File: src/rtl/cache_lookup_arbiter.sv
// cache_lookup_arbiter: snoop/CPU arbiter over a serial, one-way-per-cycle
// tag-lookup walk, with a per-set round-robin victim pointer for CPU misses.
// Ports: clk, rstb (async, active-low)
//   cpu_valid/cpu_ready/cpu_index/cpu_tag  CPU lookup request
//   snp_valid/snp_ready/snp_index/snp_tag  snoop lookup request (priority)
//   ta_index/ta_way -> ta_tag/ta_valid     tag-array read port
//   rsp_valid/rsp_ready/rsp_hit/rsp_way/rsp_src  lookup response
// Optional: CACHE_LOOKUP_STATS_EN adds stat_hits/stat_misses counters.
module cache_lookup_arbiter #(
  parameter int WAYS    = 8,
  parameter int WAY_W   = 3,
  parameter int INDEX_W = 4,
  parameter int TAG_W   = 12
) (
  input  logic               clk,
  input  logic               rstb,
  input  logic               cpu_valid,
  output logic               cpu_ready,
  input  logic [INDEX_W-1:0] cpu_index,
  input  logic [TAG_W-1:0]   cpu_tag,
  input  logic               snp_valid,
  output logic               snp_ready,
  input  logic [INDEX_W-1:0] snp_index,
  input  logic [TAG_W-1:0]   snp_tag,
  output logic [INDEX_W-1:0] ta_index,
  output logic [WAY_W-1:0]   ta_way,
  input  logic [TAG_W-1:0]   ta_tag,
  input  logic               ta_valid,
  output logic               rsp_valid,
  input  logic               rsp_ready,
  output logic               rsp_hit,
  output logic [WAY_W-1:0]   rsp_way,
`ifdef CACHE_LOOKUP_STATS_EN
  output logic               rsp_src,
  output logic [15:0]        stat_hits,
  output logic [15:0]        stat_misses
`else
  output logic               rsp_src
`endif
);

  typedef enum logic [1:0] {
    IDLE,
    SEARCH,
    RESP
  } state_t;

  localparam int SETS = 2 ** INDEX_W;

  state_t             st, nx;
  logic [INDEX_W-1:0] idx_q;
  logic [TAG_W-1:0]   tag_q;
  logic               src_q;
  logic [WAY_W-1:0]   cnt_q;
  logic               hit_q;
  logic [WAY_W-1:0]   way_q;
  logic [WAY_W-1:0]   vptr [SETS];

  logic match, last;
  logic take_snp, take_cpu;

  assign match    = ta_valid && (ta_tag == tag_q);
  assign last     = cnt_q == WAY_W'(WAYS - 1);
  assign take_snp = (st == IDLE) && snp_valid;
  assign take_cpu = (st == IDLE) && cpu_valid && !snp_valid;

  always_ff @(posedge clk or negedge rstb) begin
    if (!rstb) st <= IDLE;
    else       st <= nx;
  end

  always_comb begin
    nx = st;
    unique case (st)
      IDLE:    if (snp_valid || cpu_valid) nx = SEARCH;
      SEARCH:  if (match || last) nx = RESP;
      RESP:    if (rsp_ready) nx = IDLE;
      default: nx = IDLE;
    endcase
  end

  always_comb begin
    cpu_ready = 1'b0;
    snp_ready = 1'b0;
    ta_index  = '0;
    ta_way    = '0;
    rsp_valid = 1'b0;
    rsp_hit   = 1'b0;
    rsp_way   = '0;
    rsp_src   = 1'b0;
    unique case (1'b1)
      st == IDLE: begin
        snp_ready = snp_valid;
        cpu_ready = cpu_valid && !snp_valid;
      end
      st == SEARCH: begin
        ta_index = idx_q;
        ta_way   = cnt_q;
      end
      st == RESP: begin
        rsp_valid = 1'b1;
        rsp_hit   = hit_q;
        rsp_way   = way_q;
        rsp_src   = src_q;
      end
      default: ;
    endcase
  end

  always_ff @(posedge clk or negedge rstb) begin
    if (!rstb) begin
      idx_q <= '0;
      tag_q <= '0;
      src_q <= 1'b0;
      cnt_q <= '0;
      hit_q <= 1'b0;
      way_q <= '0;
      for (int i = 0; i < SETS; i++) vptr[i] <= '0;
    end else if (take_snp || take_cpu) begin
      idx_q <= take_snp ? snp_index : cpu_index;
      tag_q <= take_snp ? snp_tag : cpu_tag;
      src_q <= take_snp;
      cnt_q <= '0;
    end else if (st == SEARCH) begin
      if (match) begin
        hit_q <= 1'b1;
        way_q <= cnt_q;
      end else if (last) begin
        hit_q <= 1'b0;
        // Only CPU misses allocate; snoops report way 0.
        if (!src_q) begin
          way_q       <= vptr[idx_q];
          vptr[idx_q] <= vptr[idx_q] + WAY_W'(1);
        end else begin
          way_q <= '0;
        end
      end else begin
        cnt_q <= cnt_q + WAY_W'(1);
      end
    end
  end

`ifdef CACHE_LOOKUP_STATS_EN
  always_ff @(posedge clk or negedge rstb) begin
    if (!rstb) begin
      stat_hits   <= '0;
      stat_misses <= '0;
    end else if (st == RESP && rsp_ready) begin
      if (hit_q && stat_hits != 16'hFFFF)
        stat_hits <= stat_hits + 16'd1;
      if (!hit_q && stat_misses != 16'hFFFF)
        stat_misses <= stat_misses + 16'd1;
    end
  end
`endif

endmodule

File: config.mk
export PLATFORM = sky130hd
export DESIGN_NAME = cache_lookup_arbiter
export DESIGN_NICKNAME = d
export VERILOG_FILES = /design/src/rtl/cache_lookup_arbiter.sv
export SDC_FILE = /design/constraint.sdc
export NUM_CORES = 1
export LEC_CHECK = 0
export CELL_PAD_IN_SITES_DETAIL_PLACEMENT = 1
export CELL_PAD_IN_SITES_GLOBAL_PLACEMENT = 2
export CORE_MARGIN = 1.5
export CORE_UTILIZATION = 35
export DETAILED_ROUTE_END_ITERATION = 8
export PLACE_DENSITY_LB_ADDON = 0.05
export SYNTH_ARGS = -nofsm -noshare
export SYNTH_HDL_FRONTEND = slang
export SYNTH_SLANG_ARGS = --single-unit
File: constraint.sdc
create_clock -name clk -period 3.1 [get_ports clk]
set_input_delay 0.775 -clock clk [delete_from_list [all_inputs] [get_ports clk]]
set_output_delay 0.775 -clock clk [all_outputs]
set_load 0.005 [all_outputs]
==> results of run 1 <==
how the worst min path moves through the flow:
stage / cells after the start / slack, ns / end
after floorplan: 2 / 0.46 / hit_q$_DFFE_PN0P_
after global placement: 1 / 0.48 / vptr[30]$_DFFE_PN0P_
after detailed placement: 1 / 0.49 / vptr[36]$_DFFE_PN0P_
after CTS: 1 / 0.51 / vptr[36]$_DFFE_PN0P_
after global routing: 1 / 0.52 / vptr[30]$_DFFE_PN0P_
final: 1 / 0.50 / vptr[20]$_DFFE_PN0P_
power by group:
part	switching [W]	internal, W	leakage [nW]	total (W)
registers	0.000239	0.00120	0.988	0.00144
clock network	0.000379	0.000373	0.0925	0.000753
logic	0.000570	0.000662	1.08	0.00123
cells in the mapped netlist, types with 2 or more instances:
cell type,number,share of area
or2_2,2,0.0033
nand2_1,22,0.022
inv_1,4,0.0039
mux4_2,3,0.018
clkbuf_1,10,0.0099
buf_2,4,0.0053
dfrtp_1,74,0.49
xnor2_1,13,0.030
nand2b_1,6,0.0099
ha_1,3,0.0099
mux2i_1,21,0.055
o21ai_0,22,0.029
mux4_1,10,0.069
buf_1,2,0.0020
nor3_1,13,0.017
nor4_1,2,0.0033
or4_1,6,0.012
a221o_1,3,0.0079
and2_1,11,0.018
nor2_1,3,0.0030
nand4_1,4,0.0066
nor2b_1,3,0.0049
mux2_2,50,0.15
nand3_1,4,0.0053
nor3b_1,2,0.0039
cell type report:
type,count,area (sq um),area share
Timing Repair Buffer,85,808,0.165
Tap cell,136,170,0.0347
Sequential cell,74,1850,0.378
Clock buffer,10,128,0.0260
Clock inverter,6,67.6,0.0138
Multi-Input combinational cell,207,1860,0.380
Inverter,4,15.0,0.00306
per-stage QoR:
| step | setup slack, ns | std cells | hold WS [ns] |
|---|---|---|---|
| 2_1_floorplan | 0.466 | 303 | 0.464 |
| 3_3_place_gp | 0.184 | 506 | 0.482 |
| 3_5_place_dp | 0.151 | 506 | 0.489 |
| 4_1_cts | 0.237 | 522 | 0.509 |
| 5_1_grt | 0.192 | 522 | 0.521 |
| 6_report | 0.247 | 522 | 0.500 |
registers in the layout, summed over array words and instances, names as in the netlist:
signal,count
vptr,48
tag_q,12
idx_q,4
cnt_q,3
way_q,3
st,2
hit_q,1
src_q,1
cell families after synthesis:
logic type | count (synthesis)
AND/OR/NAND/NOR | 81
XOR/XNOR | 13
multiplexers | 84
buffers and inverters | 22
AO/OA/AOI/OAI | 26
adder cells (fa/ha/maj) | 3
flip-flops | 74
routing by layer:
metal | wire length (um) | global-route usage | up-vias
met5 | 0 | 0 | -
met4 | 138 | 0.0619 | 0
met3 | 364 | 0.0466 | 12
met2 | 4300 | 0.284 | 52
met1 | 4520 | 0.241 | 1272
li1 | - | - | 1280
worst reg2reg max path, stage by stage (launching register included):
cell     delay (ns)
dfrtp_1        0.79
mux4_2         0.45
mux4_2         0.53
ha_1           0.50
mux2_2         0.36
==> impl_metrics.py, run 1 <==
metrics = {
    "status": {
        "status": "finished clean",
    },
    "global_routing": {
        "track_usage": 0.180,
        "antenna_found_initial": 0,
        "overflow": 0,
        "grt_start_max_net_pins": 75,
        "grt_pass1_vias": 2892,
        "grt_pass1_wl_mm": 15.4,
    },
    "clocking": {
        "clock_latency_ns": 0.35,
        "clkSlewWorstSetupHoldPaths_ns": 0.08,
        "post_cts_buffers": 0,
        "cts_made_buffers": 9,
        "cts_max_level": 3,
        "cts_root_buffer": "clkbuf_8",
        "hold_buffers": 0,
        "clockBufferDepth": 2,
        "cts_resized": 0,
        "tritoncts": "built",
        "clock-sinks": 74,
    },
    "yosys": {
        "synth_enable_flop_cells": 0,
        "synthSimpleGateAreaFrac": 0.118,
        "ys_ff_latch": 74,
        "synthAdderAreaFrac": 0.00986,
        "synth_area_sq_um": 3810,
        "synthesis.nets": 356,
        "yosysUniqueCellTypes": 31,
        "synth_xor_area_frac": 0.0299,
        "yosysWarnings": 0,
        "synth_compound_area_frac": 0.0388,
        "syn_area_per_cell_sq_um": 12.6,
        "synthFlopType": "dfrtp_1",
        "synth.area.mux_share": 0.290,
        "ys_seq_area_frac": 0.486,
        "syn_inst": 303,
        "async_reset_ff_frac": 1.00,
        "synth_top_family_by_area": "multiplexers",
    },
    "die": {
        "fp-row-count": 37,
        "initial_core_util": 0.364,
        "die_y_um": 107,
        "dieArea_sq_um": 11500,
        "core_area_sq_um": 10500,
        "die_x_um": 107,
        "pin_count": 65,
    },
    "placed_design": {
        "placed_cell_area_sq_um": 4710,
        "place_congestion": 0.737,
        "dpl.hpwl_mm": 6.76,
        "portBuffers": 64,
    },
    "timing": {
        "fin_crit_sh": 0.920,
        "period_needed_ns": 2.85,
        "tightestPinTransition_ns": 0.940,
        "hold_viol_final": 0,
        "drv_slew": 0,
        "finalSetupTns_ns": 0,
        "finalSetupViolCount": 0,
        "fin_skew_ns": 0.00926,
        "slew-limit-headroom": 0.374,
        "fmax_mhz": 351,
        "rsz0062_at_grt": "no",
    },
    "setup_path": {
        "crit_path_end_kind": "output port",
        "arrival_ns": 2.08,
        "worstPathRequired_ns": 2.32,
        "crit_family": "buffers and inverters",
        "path_common_cell": "clkdlybuf4s50_1",
        "crit_chain": "clkdlybuf4s50_1 -> nor3b_2 -> nor2b_1 -> clkdlybuf4s50_1",
        "rr_endpoint": "vptr[4]$_DFFE_PN0P_",
        "cp_num_buf_inv": 2,
        "crit_slowest_cell": "clkdlybuf4s50_1",
        "endpoint": "cpu_ready",
        "reg2reg_depth": 4,
        "critical_path.max_fanout": 2,
        "rr_startpoint": "idx_q[1]$_DFFE_PN0P_",
        "cp.depth": 4,
        "rrSetupSlack_ns": 0.36,
        "critPathLaunch": "cpu_valid",
        "cp-start-kind": "input pin",
        "cpPeakStageDelay_ns": 0.53,
        "setup.worst_path.class": "in -> out",
    },
    "finish": {
        "fin_util": 0.468,
        "layout_common_cells": "74 x dfrtp_1, 63 x clkdlybuf4s50_1, 50 x mux2_2",
        "antenna_cells": 0,
        "nNetsFinal": 434,
        "fin_area_sq_um": 4900,
        "fill_cells": 1134,
        "layout.cells.most_common": "dfrtp_1",
        "area_growth_pct": 28.7,
        "layout-drive-gt1-share": 0.246,
    },
    "job": {
        "maxCapViolCount": 0,
    },
    "pwr": {
        "p_total_w": 0.00343,
        "power_density_nw_per_um2": 699,
        "vdd_drop_max_v": 0.000288,
        "leakagePower_nw": 2.16,
    },
    "routing": {
        "vias": 2616,
        "route.detailed.drc": 0,
        "wl_per_cell_um": 17.9,
        "ant_nets": 0,
        "drt-initial-drc-count": 102,
        "firstDrtPassIters": 4,
        "vias_per_cell": 5.01,
        "routed_wl_mm": 9.33,
    },
    "worst_hold_path": {
        "hold_class": "reg -> reg",
        "min_from": "vptr[20]$_DFFE_PN0P_",
    },
}
(Power assumes the default switching activity.)
==> run 2, diff against run 1 <==
Settings changed: SETUP_SLACK_MARGIN from default to 0.4.
==> impl_metrics.py, run 2 (same netlist as run 1, synthesis figures left out) <==
metrics = {
    "pwr": {
        "power_density_nw_per_um2": 700,
        "vdd_drop_max_v": 0.000288,
        "leakagePower_nw": 2.17,
    },
    "die": {
        "pin_count": 65,
        "die_y_um": 107,
        "die_x_um": 107,
        "initial_core_util": 0.364,
        "core_area_sq_um": 10500,
        "dieArea_sq_um": 11500,
        "fp-row-count": 37,
    },
    "finish": {
        "largestRegisters": "vptr (48), tag_q (12), idx_q (4)",
        "fin_util": 0.470,
        "nNetsFinal": 434,
        "largest_reg_flops": 48,
        "area_growth_pct": 29.0,
        "layout-drive-gt1-share": 0.256,
        "stdcell_count": 522,
        "largest-register": "vptr",
        "antenna_cells": 0,
        "layout.cells.most_common": "dfrtp_1",
        "layout_common_cells": "72 x dfrtp_1, 61 x clkdlybuf4s50_1, 50 x mux2_2",
    },
    "timing": {
        "fmax_mhz": 385,
        "period_needed_ns": 2.60,
        "hold_viol_final": 0,
        "rsz0062_at_grt": "yes",
        "tightestPinTransition_ns": 0.944,
        "finalSetupTns_ns": 0,
        "drv_slew": 0,
        "slew-limit-headroom": 0.370,
        "finalSetupViolCount": 0,
        "fin_skew_ns": 0.00969,
        "worst_slack_ns": 0.502,
        "fin_crit_sh": 0.838,
    },
    "clocking": {
        "clockBufferDepth": 2,
        "clock_latency_ns": 0.35,
        "hold_buffers": 0,
        "post_cts_buffers": 0,
        "clkSlewWorstSetupHoldPaths_ns": 0.08,
        "clock-sinks": 74,
        "cts_root_buffer": "clkbuf_8",
        "tritoncts": "built",
        "cts_made_buffers": 9,
        "cts_max_level": 3,
    },
    "setup_path": {
        "cp-start-kind": "flip-flop",
        "crit_path_end_kind": "output port",
        "setup.worst_path.class": "reg -> out",
        "worstPathRequired_ns": 2.32,
        "arrival_ns": 1.82,
        "critical_path.max_fanout": 10,
    },
    "routing": {
        "drt-initial-drc-count": 87,
        "vias_per_cell": 4.98,
        "routed_wl_mm": 9.33,
        "wl_per_cell_um": 17.9,
        "ant_nets": 0,
        "route.detailed.drc": 0,
        "vias": 2600,
        "firstDrtPassIters": 4,
    },
    "placed_design": {
        "dpl.hpwl_mm": 6.76,
        "portBuffers": 64,
        "dpl.cell_count": 506,
        "place_congestion": 0.737,
        "pre_cts_ws_ns": 0.151,
    },
    "global_routing": {
        "antenna_found_initial": 0,
        "grt_pass1_wl_mm": 15.4,
        "grt_start_max_net_pins": 75,
        "overflow": 0,
        "track_usage": 0.181,
        "grt_pass1_vias": 2908,
    },
    "job": {
        "maxCapViolCount": 0,
    },
    "worst_hold_path": {
        "hold_class": "reg -> reg",
    },
    "status": {
        "status": "finished clean",
    },
}
==> run 2: through the flow <==
step	cell area, sq um	hold WS (ns)	total power [W]
2_1_floorplan	3810	0.464	0.00221
3_3_place_gp	4710	0.482	0.00269
3_5_place_dp	4710	0.489	0.00271
4_1_cts	4910	0.509	0.00350
5_1_grt	4910	0.521	0.00370
6_report	4910	0.502	0.00344
==> run 2: per-layer routing <==
layer  track usage  part of all wire
met1         0.241              0.48
met2         0.286              0.47
met3        0.0466             0.036
met4        0.0619            0.0093
met5             0                 0
==> run 2: final timing paths <==
check / slack [ns] / endpoint / from / depth (start not counted)
hold / removal: 0.50 / vptr[20]$_DFFE_PN0P_ / vptr[20]$_DFFE_PN0P_ / 1
hold reg to reg: 0.50 / vptr[20]$_DFFE_PN0P_ / vptr[20]$_DFFE_PN0P_ / 1
setup / recovery: 0.50 / ta_index[1] / st[0]$_DFFE_PN0P_ / 4
max in group asynchronous: 1.88 / st[0]$_DFFE_PN0P_ / rstb / 1
min in group asynchronous: 0.56 / vptr[36]$_DFFE_PN0P_ / rstb / 1
setup reg to reg: 0.54 / vptr[5]$_DFFE_PN0P_ / idx_q[0]$_DFFE_PN0P_ / 7
==> run 2: area by class of cell <==
type	count	area [sq um]
fill	1133	5550
inverter	4	15.0
tap	136	170
sequential	74	1850
timing repair buffer	85	806
clock inverter	6	67.6
clock buffer	10	128
multi-input combinational	207	1870
==> run 2: worst max-delay path, stage by stage (launching register included) <==
cell	delay, ns
dfrtp_2	0.44
nor2b_1	0.22
buf_4	0.19
and2_1	0.13
clkdlybuf4s50_1	0.49
==> run 2: repair_timing <==
item	4_1_cts	5_1_grt
endpoints found under the setup margin	26	33
pin swaps	0	0
gates resized for setup	4	3
==> run 2: report_power, final <==
group          switching (W)  total (W)  internal, W  leakage (nW)
combinational       0.000573    0.00124     0.000664          1.09
clock               0.000380   0.000754     0.000373        0.0925
sequential          0.000241    0.00145      0.00121         0.987
